<file path="config.mk">
export PLATFORM = sky130hd
export DESIGN_NAME = clock_counter_sched
export DESIGN_NICKNAME = d
export VERILOG_FILES = /design/src/rtl/clock_counter_sched.sv
export SDC_FILE = /design/constraint.sdc
export NUM_CORES = 1
export LEC_CHECK = 0
export BUFFER_PORTS_ARGS = -buffer_cell sky130_fd_sc_hd__buf_2
export CORE_UTILIZATION = 51
export CTS_CLUSTER_DIAMETER = 200
export DETAILED_ROUTE_END_ITERATION = 6
export GPL_ROUTABILITY_DRIVEN = 1
export PLACE_DENSITY = 0.71
export RECOVER_POWER = 100
export SLEW_MARGIN = 25
export SYNTH_ARGS = -nofsm -noshare
export SYNTH_HDL_FRONTEND = slang
export SYNTH_SLANG_ARGS = --single-unit
</file>
<file path="constraint.sdc">
create_clock -name csi_clk_clk -period 13.9 [get_ports csi_clk_clk]
set_clock_uncertainty 0.05 [all_clocks]
set_input_delay 1.39 -clock csi_clk_clk [delete_from_list [all_inputs] [get_ports csi_clk_clk]]
set_output_delay 1.39 -clock csi_clk_clk [all_outputs]
set_load 0.05 [all_outputs]
</file>
<file path="src/rtl/clock_counter_sched.sv">
// clock_counter_sched
// Sweeps the enabled channels in ascending order. For each channel it clears the
// external counter, opens a count window, waits for the result and stores it in a
// per-channel bank. Control, status and results are read over Avalon-MM.
module clock_counter_sched #(
    parameter int NR_CH   = 8,
    parameter int TMO_CYC = 256
) (
    input  logic        csi_clk_clk,
    input  logic        rsi_reset_reset,
    input  logic [8:0]  avs_ctrl_address,
    input  logic        avs_ctrl_read,
    input  logic        avs_ctrl_write,
    output logic [31:0] avs_ctrl_readdata,
    input  logic [31:0] avs_ctrl_writedata,
    output logic [2:0]  coe_ch_sel,
    output logic        coe_clear,
    output logic        coe_gate,
    input  logic        coe_cnt_valid,
    input  logic [31:0] coe_cnt_value
);

    localparam logic [31:0] ID_VAL  = 32'hC10C5C4D;
    localparam logic [31:0] VER_VAL = 32'h00010000;
    localparam logic [31:0] BAD_VAL = 32'hDEADBEEF;
    localparam int          TMO_W   = $clog2(TMO_CYC + 1);

    localparam logic [2:0] ST_IDLE  = 3'd0;
    localparam logic [2:0] ST_CLEAR = 3'd1;
    localparam logic [2:0] ST_GATE  = 3'd2;
    localparam logic [2:0] ST_WAIT  = 3'd3;
    localparam logic [2:0] ST_STORE = 3'd4;

    logic             clk;
    logic             rst;
    assign clk = csi_clk_clk;
    assign rst = rsi_reset_reset;

    logic [2:0]       state_reg;
    logic [2:0]       ch_reg;
    logic             cont_reg;
    logic [31:0]      gate_len_reg;
    logic [NR_CH-1:0] ch_mask_reg;
    logic [31:0]      lat_gate_reg;
    logic [NR_CH-1:0] lat_mask_reg;
    logic [31:0]      gate_cnt_reg;
    logic [TMO_W-1:0] tmo_cnt_reg;
    logic [31:0]      cap_reg;
    logic             done_reg;
    logic             timeout_reg;
    logic [31:0]      readdata_reg;
    logic [31:0]      result_reg [NR_CH];

    logic             busy;
    logic             wr_ctrl, wr_status, wr_gate, wr_mask;
    logic             start_req;
    logic             done_set, timeout_set;
    logic             next_found;
    logic [2:0]       next_ch;
    logic [2:0]       first_ch;
    logic [8:0]       res_off;
    logic [31:0]      rd_mux;

    assign busy      = (state_reg != ST_IDLE);
    assign wr_ctrl   = avs_ctrl_write && (avs_ctrl_address == 9'd2);
    assign wr_status = avs_ctrl_write && (avs_ctrl_address == 9'd3);
    assign wr_gate   = avs_ctrl_write && (avs_ctrl_address == 9'd4);
    assign wr_mask   = avs_ctrl_write && (avs_ctrl_address == 9'd5);
    // A start written while a sweep is running is dropped.
    assign start_req = wr_ctrl && avs_ctrl_writedata[0] && !busy;

    assign done_set    = (start_req && (ch_mask_reg == '0)) ||
                         ((state_reg == ST_STORE) && !next_found);
    assign timeout_set = (state_reg == ST_WAIT) && !coe_cnt_valid &&
                         (tmo_cnt_reg == TMO_W'(TMO_CYC - 1));

    // Clear and gate decode straight from state so an async reset drops them at once.
    assign coe_clear         = (state_reg == ST_CLEAR);
    assign coe_gate          = (state_reg == ST_GATE);
    assign coe_ch_sel        = ch_reg;
    assign avs_ctrl_readdata = readdata_reg;

    // Next enabled channel above the current one within the latched mask.
    always_comb begin
        next_found = 1'b0;
        next_ch    = ch_reg;
        for (int i = NR_CH - 1; i >= 0; i--) begin
            if (lat_mask_reg[i] && (3'(i) > ch_reg)) begin
                next_found = 1'b1;
                next_ch    = 3'(i);
            end
        end
    end

    // Lowest enabled channel of the live mask, used when a sweep (re)starts.
    always_comb begin
        first_ch = 3'd0;
        for (int i = NR_CH - 1; i >= 0; i--) begin
            if (ch_mask_reg[i]) begin
                first_ch = 3'(i);
            end
        end
    end

    // Measurement sequencer.
    always_ff @(posedge clk or posedge rst) begin
        if (rst) begin
            state_reg    <= ST_IDLE;
            ch_reg       <= 3'd0;
            lat_gate_reg <= 32'd0;
            lat_mask_reg <= '0;
            gate_cnt_reg <= 32'd0;
            tmo_cnt_reg  <= '0;
            cap_reg      <= 32'd0;
        end else begin
            case (state_reg)
                ST_IDLE: begin
                    if (start_req && (ch_mask_reg != '0)) begin
                        lat_gate_reg <= gate_len_reg;
                        lat_mask_reg <= ch_mask_reg;
                        ch_reg       <= first_ch;
                        state_reg    <= ST_CLEAR;
                    end
                end
                ST_CLEAR: begin
                    // A zero length still opens the window for one cycle.
                    gate_cnt_reg <= (lat_gate_reg == 32'd0) ? 32'd0 : lat_gate_reg - 32'd1;
                    state_reg    <= ST_GATE;
                end
                ST_GATE: begin
                    if (gate_cnt_reg == 32'd0) begin
                        tmo_cnt_reg <= '0;
                        state_reg   <= ST_WAIT;
                    end else begin
                        gate_cnt_reg <= gate_cnt_reg - 32'd1;
                    end
                end
                ST_WAIT: begin
                    if (coe_cnt_valid) begin
                        cap_reg   <= coe_cnt_value;
                        state_reg <= ST_STORE;
                    end else if (tmo_cnt_reg == TMO_W'(TMO_CYC - 1)) begin
                        cap_reg   <= 32'hFFFFFFFF;
                        state_reg <= ST_STORE;
                    end else begin
                        tmo_cnt_reg <= tmo_cnt_reg + 1'b1;
                    end
                end
                ST_STORE: begin
                    if (next_found) begin
                        ch_reg    <= next_ch;
                        state_reg <= ST_CLEAR;
                    end else if (cont_reg && (ch_mask_reg != '0)) begin
                        lat_gate_reg <= gate_len_reg;
                        lat_mask_reg <= ch_mask_reg;
                        ch_reg       <= first_ch;
                        state_reg    <= ST_CLEAR;
                    end else begin
                        state_reg <= ST_IDLE;
                    end
                end
                default: state_reg <= ST_IDLE;
            endcase
        end
    end

    // Result bank: one register per channel, written in STORE.
    generate
        for (genvar gi = 0; gi < NR_CH; gi++) begin : g_result
            always_ff @(posedge clk or posedge rst) begin
                if (rst) begin
                    result_reg[gi] <= 32'd0;
                end else if ((state_reg == ST_STORE) && (ch_reg == 3'(gi))) begin
                    result_reg[gi] <= cap_reg;
                end
            end
        end
    endgenerate

    // Control registers and sticky flags; a same-cycle set beats the W1C.
    always_ff @(posedge clk or posedge rst) begin
        if (rst) begin
            cont_reg     <= 1'b0;
            gate_len_reg <= 32'd1000;
            ch_mask_reg  <= '1;
            done_reg     <= 1'b0;
            timeout_reg  <= 1'b0;
        end else begin
            if (wr_ctrl) begin
                cont_reg <= avs_ctrl_writedata[1];
            end
            if (wr_gate) begin
                gate_len_reg <= avs_ctrl_writedata;
            end
            if (wr_mask) begin
                ch_mask_reg <= avs_ctrl_writedata[NR_CH-1:0];
            end
            if (done_set) begin
                done_reg <= 1'b1;
            end else if (wr_status && avs_ctrl_writedata[1]) begin
                done_reg <= 1'b0;
            end
            if (timeout_set) begin
                timeout_reg <= 1'b1;
            end else if (wr_status && avs_ctrl_writedata[2]) begin
                timeout_reg <= 1'b0;
            end
        end
    end

    assign res_off = avs_ctrl_address - 9'd16;

    // Read mux over the pre-write register values.
    always_comb begin
        rd_mux = BAD_VAL;
        case (avs_ctrl_address)
            9'd0: rd_mux = ID_VAL;
            9'd1: rd_mux = VER_VAL;
            9'd2: rd_mux = {30'd0, cont_reg, 1'b0};
            9'd3: rd_mux = {21'd0, ch_reg, 5'd0, timeout_reg, done_reg, busy};
            9'd4: rd_mux = gate_len_reg;
            9'd5: rd_mux = 32'(ch_mask_reg);
            default: begin
                if ((avs_ctrl_address >= 9'd16) && (res_off < 9'(NR_CH))) begin
                    rd_mux = result_reg[res_off[2:0]];
                end
            end
        endcase
    end

    // Registered read data, one cycle after the strobe.
    always_ff @(posedge clk or posedge rst) begin
        if (rst) begin
            readdata_reg <= 32'd0;
        end else if (avs_ctrl_read) begin
            readdata_reg <= rd_mux;
        end
    end

endmodule

</file>
# Word level (Yosys, flattened, before mapping)
# Cells that the tools add are included.
# totals
output_inout_bits	37
regBits	450
input_bits	78
# classes
muxes	61
n_eq_ne	27
n_reduce_logical	55
n_bitwise	1
n_addsub	4
n_lt_le_gt_ge	11
# op_table
operator	count
$mux 32	10
$pmux 32 s6	1
$pmux 32 s2	2
$bmux 32 s3	1
$mux 3	23
$logic_not 32->1	2
$sub 32x1->32 const B	2
$logic_and 1x1->1	31
$mux 9	3
$mux 8	3
$eq 9x2->1 const B	2
$eq 9x3->1 const B	2
$pmux 9 s2	1
$pmux 8 s2	1
$eq 3x3->1 const B	5
$pmux 3 s5	1
$mux 1	14
$eq 3x2->1 const B	4
$gt 3x3->1 const A	4
$ne 2x2->1 const B	6
$reduce_and 4->1	3
$reduce_bool 2->1	6
$ne 10x10->1 const B	1
$add 9x1->9 const B	1
23 further kinds	30

# Logic depth before layout (Yosys ltp)
# depth
depth_word	14
mapped_depth	10
depth_no_buf	10

# Least setup slack after synthesis
# No wires, ideal clock.
# synth_timing
kind	input to register
start	input port avs_ctrl_address[0]
end	register readdata_reg[14], in the netlist avs_ctrl_readdata[14]
path_slack_ns	10.468
arrival_time_ns	3.246
path_stages	6
setup_ns	0.137
cell_sequence	clkbuf_1 buf_1 mux4_2 and3_1 a311oi_1 a21oi_1
# synth_between
elab_chain_len	7
# synth_rtl
element	line_no	rtl
from (decl)	11	input logic [8:0] avs_ctrl_address,
branches (longest 6 deep; another with $sub 9x5->9)	n/a	
$pmux 32 s6 (*)	216	case (avs_ctrl_address)
to (signal assigned)	236	readdata_reg <= rd_mux;
to (decl)	51	logic [31:0] readdata_reg;
# Every way passes the cells marked *. The select of a mux whose other input is x is not followed.
# A chain may end at the register's enable or synchronous reset.

# Worst setup path after layout
# layout_timing
start	input port avs_ctrl_address[1]
end	register lat_gate_reg[28]
# layout_between
elab_chain_len	7
# layout_rtl
element	line_no	rtl
$eq 9x2->1	65	assign wr_ctrl = avs_ctrl_write && (avs_ctrl_address == 9'd2);
$logic_and 1x1->1	65	
$logic_and 1x1->1 (2 in series)	70	assign start_req = wr_ctrl && avs_ctrl_writedata[0] && !busy;
$logic_and 1x1->1	118	if (start_req && (ch_mask_reg != '0)) begin
$ne 2x2->1 (no line)	n/a	
$reduce_and 4->1 (no line)	n/a	
to (signal assigned)	119	lat_gate_reg <= gate_len_reg;
to (signal assigned)	154	lat_gate_reg <= gate_len_reg;
to (decl)	44	logic [31:0] lat_gate_reg;
# No other way between the ends.

==> key figures <==
Synthesis
  – Number of synthesized flops with an enable pin: 0
  – Post-Syn Nets: ~1700
  – Main flop type after synthesis: dfrtp_1
  – Proportion of synthesized chip area in sequential cells: roughly 54%
  – Async SR Flop Fraction: 100%
  – Synth Warn #: 0
  – Cell area after technology mapping: roughly 21000 um2
  – Cell count after synthesis: roughly 1600
  – Number of synthesized register bits: 449
  – Synth top area cells: dfrtp_1 (52%), mux2_2 (19%), mux4_2 (6.9%)
  – Proportion of netlist area held by the largest area contributor: 51.9%
  – Number of distinct standard cells referenced by the synthesized netlist: 76
  – Mean cell area of the mapped netlist: 13.2 um2
  – Dominant cell type by area after synthesis: dfrtp_1

Setup path
  – Critical Path Source: avs_ctrl_address[1]
  – Nature of the critical path startpoint: input pin
  – Largest fanout on the critical path: 43
  – Cells along the critical path: clkbuf_1 > clkbuf_1 > nor2b_1 > nand4b_1 > nor3b_1 > o21ai_0 > clkbuf_1 > mux2_2
  – Arr. time, crit path: between 7000 and 8000 ps
  – Slowest Stage Delay on Critical Path: 1840 ps
  – Category of cells accounting for the largest share of critical-path delay: buffers and inverters
  – Setup crit end: lat_gate_reg[28]
  – Crit Path Category: in -> reg
  – Endpoint type of the worst setup path: flop
  – Source of the worst register-to-register timing path: state_reg[0]
  – Endpoint of the most critical register-to-register path: gate_cnt_reg[25]
  – Register-to-register setup slack: 8740 ps
  – R2R cell count: 6
  – Data required time of the worst path: ~14000 ps
  – CP bufs+invs: 3
  – Critical Path Stages: 8
  – Worst path slowest cell: clkbuf_1
  – Critical path's most frequent cell: clkbuf_1

Detailed routing
  – DRC violation count after routing: 0
  – Number of vias per cell: between 6 and 7
  – Routed length per instance: approximately 23 um
  – Routed Antenna Nets: 0
  – Number of iterations in the first detailed-routing pass: 5
  – Total Wirelength: between 50000 and 60000 um
  – Detailed router's first-iteration violation count: 1051
  – Vias after detailed routing: between 10000 and 15000

STA
  – Crit path time final: ~7400 ps
  – RSZ-0062 raised after global routing: no
  – Pins Over Slew Limit: about 500
  – Setup-violating endpoint count in the final report: 0
  – Total negative slack: 0 ps
  – Worst Tran Pin Value: 3590 ps
  – Highest attainable clock frequency: between 0.1 and 0.15 GHz
  – Portion of the clock cycle consumed by the worst path in the final layout: 53.6%
  – Worst slew margin relative to its limit: -139%
  – Final hold violation count: 0

Clock network
  – Clock transition time at the flip-flop clock pins of the worst setup and hold paths: about 50 ps
  – Buffer count from post-CTS setup fixing: 0
  – Source-to-sink clock delay at the later pin of the worst-skew pair: ~570 ps
  – Clock buffers created by TritonCTS: 47
  – Largest buffer count on any clock path: 3
  – Post-CTS resize count: 0
  – CTS tree: built
  – Clock tree root driver cell: clkbuf_16
  – Number of buffers inserted by hold repair at cts: 0
  – Htree depth: 2
  – Total number of clock tree sinks: between 400 and 500

GRT
  – GRT Total Usage: between 20% and 30%
  – Leftover overflow at the end of global routing: 0
  – Met2 capacity usage during global routing: approximately two fifths
  – Pin count of the biggest net entering global routing: around 180
  – Number of antenna violations at the first check in global routing: 0
  – GRT met3 Usage: under 10%
  – First-pass GRT wire length: between 80000 and 90000 um
  – GR Util met1: a little over a third
  – Busiest metal layer after global routing: met2
  – Via count of the first global-routing pass: roughly 14000

Power and ir drop
  – Power per unit of standard cell area: about 160 nW/um2
  – Peak supply drop: 0.0000955 V
  – Total power: about 0.0037 W
  – Leakage power figure: roughly 11 nW

Floorplan
  – Die Span Y: slightly above 200 um
  – Starting Density: 52.2%
  – Number of I/O pins: roughly 120
  – Floorplan row count: between 70 and 80
  – Floorplan die area: approximately 42000 um2
  – Floorplan core area: between 40000 and 50000 um2
  – Die X: around 200 um

Hold path
  – HP Class: reg -> reg
  – Startpoint of the lowest-slack hold path: result_reg[132]

Layout
  – Area growth from synthesis to layout: 11.9%
  – Layout net count: 1769
  – Fraction of layout cells with a size suffix above 1: between 30% and 40%
  – Number of antenna cells inserted: 0
  – Flip-flop count of the largest register after layout: 256

Placement
  – Half-perimeter wire length after detailed placement: between 30000 and 40000 um
  – Quantity of I/O buffers inserted on ports: 114
  – Final estimated routing congestion in global placement: ~0.86

Outcome
  – Result of the run: finished, violations left
  – Violations in the final reports: max-capacitance violations, max-slew violations

Run
  – Max-cap violation count: 15
==> cells in the mapped netlist (all sizes together), types with 6 or more instances <==
| library cell | number |
|---|---|
| o211ai | 7 |
| or4 | 11 |
| dfrtp | 435 |
| xnor2 | 13 |
| dfstp | 14 |
| nor2 | 73 |
| o21ai | 49 |
| nand2b | 11 |
| inv | 20 |
| nor2b | 10 |
| nor4 | 21 |
| nand3 | 27 |
| nor3 | 32 |
| mux2i | 31 |
| buf | 42 |
| a22o | 17 |
| nand2 | 68 |
| mux2 | 361 |
| a221oi | 6 |
| xor2 | 7 |
| and3 | 10 |
| a31oi | 9 |
| o22a | 32 |
| nand4 | 7 |
| mux4 | 64 |
| clkbuf | 49 |
| a21oi | 72 |
| or3 | 11 |
==> kinds of logic after synthesis <==
logic type	Yosys count	synth area share [%]
flops	449	53.6
fa+ha+maj	5	0.298
xor+xnor	20	0.834
mux	456	27.7
compound gates	253	8.23
simple gates	297	7.17
buf+inv	112	2.15
==> how the worst min path moves through the flow <==
| stage | endpoint | slack, ps | cells past startpoint |
|---|---|---|---|
| 2_1_floorplan | tmo_cnt_reg[8] | 410 | 1 |
| 3_3_place_gp | tmo_cnt_reg[8] | 420 | 1 |
| 3_5_place_dp | tmo_cnt_reg[8] | 430 | 1 |
| 6_report | result_reg[132] | 450 | 1 |
| 4_1_cts | tmo_cnt_reg[8] | 450 | 1 |
| 5_1_grt | result_reg[166] | 460 | 1 |
==> per-stage QoR <==
stage,utilization [%],instance area [um2],worst slack [ps],instances,hold slack (ps)
detailed placement,54.9,22100,9330,2161,428
global route,58.5,23500,5990,2246,461
finish,58.5,23500,6460,2246,447
floorplan,-,21000,6400,1592,406
global placement,54.9,22100,9420,2161,424
CTS,58.8,23600,9560,2245,446
==> power breakdown <==
group          total (W)  internal [W]  switching (W)
Clock            0.00127      0.000766       0.000509
Combinational   0.000760      0.000320       0.000440
Sequential       0.00169       0.00147       0.000212
==> per-layer routing <==
| layer | up-vias | routed length, um |
|---|---|---|
| li1 | 6172 | - |
| met5 | - | 0 |
| met2 | 420 | 24500 |
| met4 | 0 | 1300 |
| met1 | 7196 | 22500 |
| met3 | 91 | 2870 |
==> cells in the final DEF (no fill, tap or decap), types with 9 or more instances in the layout <==
master     Yosys  routed
a21oi_1       71      72
a22o_1        17      17
a31oi_1        9       9
and3_1        10      10
buf_2          4      75
clkbuf_1      49      65
clkbuf_16      0      47
clkbuf_8       0      13
dfrtp_1      435     435
dfstp_2       14      14
inv_1         20      18
mux2_2       361     359
mux2i_1       31      31
mux4_2        64      64
nand2_1       68      68
nand2b_1      11      11
nand3_1       27      27
nor2_1        73      72
nor2b_1       10      10
nor3_1        30      31
nor4_1        21      21
o21ai_0       33      41
o22a_1        32      32
or3_1          9       9
xnor2_1       13      13
==> area by class of cell <==
class	instances	area, um2
inverter	21	80.1
timing repair buffer	136	674
multi-input combinational	1031	9260
tap	525	657
clock inverter	12	168
clock buffer	72	1400
sequential	449	11300
fill	3222	16700
(Power assumes the default switching activity.)
